$ cat src/rtl/windowed_reg_file.sv
// windowed_reg_file
//   Decode-stage register file with overlapping register windows. Each window
//   sees REGS architectural registers mapped onto a shared ring of PHYS
//   physical registers. Consecutive windows are offset by STRIDE, so the top
//   REGS-STRIDE registers of one window alias the bottom registers of the next.
//   The ring wraps around: the last window aliases window 0.
//
// Ports
//   clk        rising-edge clock
//   rst        synchronous active-high reset (clears pointer and all registers)
//   ld_wdn     load the window pointer from wnd_in at the next edge
//   wnd_in     new window number
//   cur_win    current window pointer (registered)
//   rd_addr_a  source A architectural address (read in cur_win)
//   rd_addr_b  source B architectural address (read in cur_win)
//   rd_data_a  source A operand (combinational, write-bypassed)
//   rd_data_b  source B operand (combinational, write-bypassed)
//   is_equal   rd_data_a == rd_data_b, for same-cycle branch resolution
//   wr_en      write-back enable
//   wr_win     window the write-back instruction was decoded in
//   wr_addr    write-back architectural address
//   wr_data    write-back data
module windowed_reg_file #(
    parameter int unsigned DATA_W = 16,
    parameter int unsigned REG_AW = 2,
    parameter int unsigned WIN_AW = 2,
    parameter int unsigned STRIDE = 2
) (
    input  logic              clk,
    input  logic              rst,
    input  logic              ld_wdn,
    input  logic [WIN_AW-1:0] wnd_in,
    output logic [WIN_AW-1:0] cur_win,
    input  logic [REG_AW-1:0] rd_addr_a,
    input  logic [REG_AW-1:0] rd_addr_b,
    output logic [DATA_W-1:0] rd_data_a,
    output logic [DATA_W-1:0] rd_data_b,
    output logic              is_equal,
    input  logic              wr_en,
    input  logic [WIN_AW-1:0] wr_win,
    input  logic [REG_AW-1:0] wr_addr,
    input  logic [DATA_W-1:0] wr_data
);

    localparam int unsigned NUM_WIN = 2 ** WIN_AW;
    localparam int unsigned PHYS    = NUM_WIN * STRIDE;
    localparam int unsigned PHYS_AW = (PHYS > 1) ? $clog2(PHYS) : 1;

    // Physical index of an architectural register in a given window, modulo
    // the ring size so the last window wraps onto the first.
    function automatic logic [PHYS_AW-1:0] phys_idx(input logic [WIN_AW-1:0] win,
                                                    input logic [REG_AW-1:0] addr);
        int unsigned sum;
        sum = 32'(win) * STRIDE + 32'(addr);
        return PHYS_AW'(sum % PHYS);
    endfunction

    logic [DATA_W-1:0]  regs_q [PHYS];
    logic [DATA_W-1:0]  regs_d [PHYS];
    logic [WIN_AW-1:0]  cur_win_q, cur_win_d;

    logic [PHYS_AW-1:0] wr_idx, rd_idx_a, rd_idx_b;

    assign wr_idx   = phys_idx(wr_win, wr_addr);
    assign rd_idx_a = phys_idx(cur_win_q, rd_addr_a);
    assign rd_idx_b = phys_idx(cur_win_q, rd_addr_b);

    // Next state: reset dominates both the write port and the pointer load.
    // The write uses its own window tag, never cur_win or wnd_in.
    always_comb begin
        regs_d    = regs_q;
        cur_win_d = cur_win_q;
        if (rst) begin
            cur_win_d = '0;
            for (int i = 0; i < int'(PHYS); i++) begin
                regs_d[i] = '0;
            end
        end else begin
            if (ld_wdn) begin
                cur_win_d = wnd_in;
            end
            // An unknown wr_en falls to the no-write path.
            if (wr_en) begin
                regs_d[wr_idx] = wr_data;
            end
        end
    end

    always_ff @(posedge clk) begin
        cur_win_q <= cur_win_d;
        for (int i = 0; i < int'(PHYS); i++) begin
            regs_q[i] <= regs_d[i];
        end
    end

    // Bypass compares physical indices so writes through an aliasing window
    // are forwarded too.
    always_comb begin
        rd_data_a = regs_q[rd_idx_a];
        rd_data_b = regs_q[rd_idx_b];
        if (wr_en && (wr_idx == rd_idx_a)) begin
            rd_data_a = wr_data;
        end
        if (wr_en && (wr_idx == rd_idx_b)) begin
            rd_data_b = wr_data;
        end
    end

    assign is_equal = (rd_data_a == rd_data_b);
    assign cur_win  = cur_win_q;

endmodule

$ cat config.mk
export PLATFORM = sky130hd
export DESIGN_NAME = windowed_reg_file
export DESIGN_NICKNAME = d
export VERILOG_FILES = /design/src/rtl/windowed_reg_file.sv
export SDC_FILE = /design/constraint.sdc
export NUM_CORES = 1
export LEC_CHECK = 0
export CAP_MARGIN = 25
export CORE_MARGIN = 3
export CORE_UTILIZATION = 34
export CTS_CLUSTER_SIZE = 20
export DETAILED_ROUTE_END_ITERATION = 16
export SYNTH_ARGS = -nofsm -noshare
export SYNTH_HDL_FRONTEND = slang
export SYNTH_SLANG_ARGS = --single-unit
$ cat constraint.sdc
create_clock -name clk -period 3.5 [get_ports clk]
set_input_delay 0.7 -clock clk [delete_from_list [all_inputs] [get_ports clk]]
set_output_delay 0.7 -clock clk [all_outputs]
set_load 0.005 [all_outputs]
==> metrics.md <==
| Metric | Value |
|---|---|
| Status | `finished with violations` |
| Failing checks | `setup timing` |
| Clk buf depth | `2` |
| CP Capture Type | `output port` |
| Syn. warnings | `0` |
| CTS clk-pin slew, worst paths | `0.06 ns` |
| Post-DP HPWL | `19000 um` |
| Number of diodes | `0` |
| Area Growth Syn to Fin | `56.8%` |
| Residual DRC | `0` |
| RSZ-0062 raised after global routing | `yes` |
| Clk Tree Root Cell | `clkbuf_16` |
| Max_slew headroom | `41.6%` |
| Final net count | `1213` |
| Dpl ws | `-1.29 ns` |
| CTS tree | `done` |
| PwrDens | `428 nW/um2` |
| Tightest Pin Transition | `0.875 ns` |
| Final GP Congestion | `0.870` |
| Clock skew | `0 ns` |
| Sequential element share of the synthesized area | `33.6%` |
| FF+latch count, synth | `130` |
| Post-Syn Area | `7740 um2` |
| Vias per inst | `5.77` |
| # port buffers | `64` |
| Leakage | `4.80 nW` |
| R2r setup slk | `2.67 ns` |
| Syn Area/Cell | `7.74 um2` |
| Fin cells | `1473` |
| Fill cells | `1864` |
| Setup CP Type | `in2out` |
| Fin worst setup slack | `-0.454 ns` |
| Hold-fix buffers, CTS | `0` |
| Htree depth | `4` |
| Die width | `157 um` |
| Hold Crit Class | `reg2reg` |
| Overflow after GRT | `0` |
| Core box area | `22100 um2` |
| CP required | `2.80 ns` |
| First-pass detailed-route iteration total | `6` |
| Max Slew Vio Count | `0` |
| Inst Count DP | `1394` |
| Final Hold Fails | `0` |
| Initial core utilization | `35.1%` |
| Post-synth net total | `1033` |
| Detailed Route Iter0 Violations | `822` |
| Wire per inst | `21.9 um` |
| Post-Route Setup TNS | `-0.831 ns` |
| Die area | `24600 um2` |
| Startpoint Class | `input pin` |
| Max_cap viols | `0` |
| CTS Sinks | `130` |
| Clk Latency, worst-skew pair | `0.42 ns` |
| Post-synth EDFFs | `0` |
| Yosys top cell by area | `dfxtp_1` |
| Post-synth top area share | `33.6%` |
| Final setup viols | `5` |
| Fraction of registers with async set/reset | `0%` |
| Ratio of cells with drive above 1 in the final layout | `32.6%` |
| Initial antenna violation count | `1` |
| Netlist cell types | `27` |
| Die Span Y | `157 um` |
| GRT Overall Usage | `24.6%` |
| Post-Synthesis Cells | `1000` |
| Multi-input logic area | `5870 um2` |
| CTS Buf Count | `17` |
| Routed WL | `32300 um` |
| Via count | `8506` |
| Data arrival, critical path | `3.25 ns` |
| Synth top cells by count | `261 x nand2_1, 130 x dfxtp_1, 128 x a21oi_1` |
| Maximum number of pins on one net before global-route repair | `78` |
| Most frequent cell after synthesis | `nand2_1` |
| FF/Latch Area | `2610 um2` |
| Routed Antenna Nets | `0` |
| I/O pin cnt | `65` |
| Critical Path Fanout Max | `7` |
| Global-route wire length before repair | `46300 um` |
| Vias in the first global route | `7942` |
| Final Cycle Share | `113%` |
| Main area contributors after synthesis | `dfxtp_1 34%, nand2_1 13%, mux2i_1 8.5%` |
| Min cycle time layout | `3.95 ns` |
| Most used DFF post-synth | `dfxtp_1` |
| Max Freq | `0.253 GHz` |
| # rows | `54` |
| Peak VDD IR | `0.314 mV` |
-- worst max-delay path, cell delays in order --
cell     delay, ns
buf_2         0.12
ha_4          0.31
buf_12        0.14
buf_12        0.14
buf_8         0.13
mux2i_1       0.08
and3_1        0.21
nor4_2        0.35
mux2_4        0.24
xnor2_2       0.12
nand4_1       0.18
nor4_2        0.36
buf_2         0.17
-- path summary, 6_finish.rpt --
check | from | endpoint | cells after the start
worst max-delay path | rd_addr_a[1] | is_equal | 13
worst min-delay path | regs_q[124]$_SDFFE_PP0P_ | regs_q[124]$_SDFFE_PP0P_ | 2
worst max register to register | cur_win[0]$_SDFFE_PP0P_ | cur_win[0]$_SDFFE_PP0P_ | 3
worst min register to register | regs_q[124]$_SDFFE_PP0P_ | regs_q[124]$_SDFFE_PP0P_ | 2
-- power by group --
part	switching (mW)	internal, mW	total, mW
Clock	0.723	1.20	1.93
Sequential	0.0401	1.52	1.56
Combinational	0.796	0.907	1.70
Total	1.56	3.63	5.19
-- logic make-up (layout without fill, tap and decap cells) --
logic type	Yosys count	count (layout)	share of synthesized area (%)
DFF	130	130	33.6
buffers and inverters	101	294	5.48
AOI/OAI and AO/OA	192	192	15.7
and+or+nand+nor	448	448	27.8
xor gates and xnor gates	28	28	3.65
adders and majority gates	3	3	0.485
muxes	98	98	13.3
-- final cells by class --
type                       instances  area share (%)
clock inverter                    10            1.22
timing repair buffer             262            22.1
multi-input combinational        769            48.4
tap                              280            2.89
sequential                       130            21.5
clock buffer                      22            3.99
-- flip-flops by register name, indices dropped and copies added (netlist names) --
register	flops
cur_win	2
regs_q	128
-- stage by stage --
stage	power, mW	util [%]	hold slack, ns	instance area, um2
global route	5.36	55.0	0.478	12100
global placement	2.81	44.3	0.449	9790
CTS	4.99	51.5	0.460	11400
detailed placement	2.82	44.3	0.452	9790
floorplan	2.17	-	0.440	7740
finish	5.19	55.0	0.461	12100
-- layer usage --
| layer | GRT usage, % | vias up | part of all wire [%] |
|---|---|---|---|
| met5 | 0 | - | 0.040 |
| met4 | 10.6 | 2 | 3.7 |
| met3 | 5.03 | 91 | 8.4 |
| met2 | 38.4 | 416 | 46 |
| met1 | 33.0 | 4119 | 41 |
| li1 | - | 3878 | - |
-- layout by cell type (no fill, tap or decap), types with 6 or more instances in the layout --
master,Yosys,routed
xnor2_2,5,15
buf_12,0,32
nand2_1,261,261
dlymetal6s2s_1,0,13
xnor2_4,0,7
and3_1,64,61
buf_6,3,11
buf_4,2,151
nor4_2,1,20
nor2_1,8,8
a2111oi_2,2,28
nand4_1,6,6
mux2_4,2,28
mux2i_1,66,62
clkbuf_16,0,17
clkdlybuf4s50_1,0,27
a2111oi_1,0,9
nor2b_1,65,64
nor4_1,32,11
dfxtp_1,130,129
a2111oi_4,0,22
a21oi_1,128,128
dlygate4sd2_1,0,8
-- timing repair --
item,4_1_cts,5_1_grt
gates cloned,5,0
setup endpoints to repair,33,26
pin swaps,27,36
setup buffers,20,23
gates resized for setup,180,127
Power figures use the tool's default switching activity.
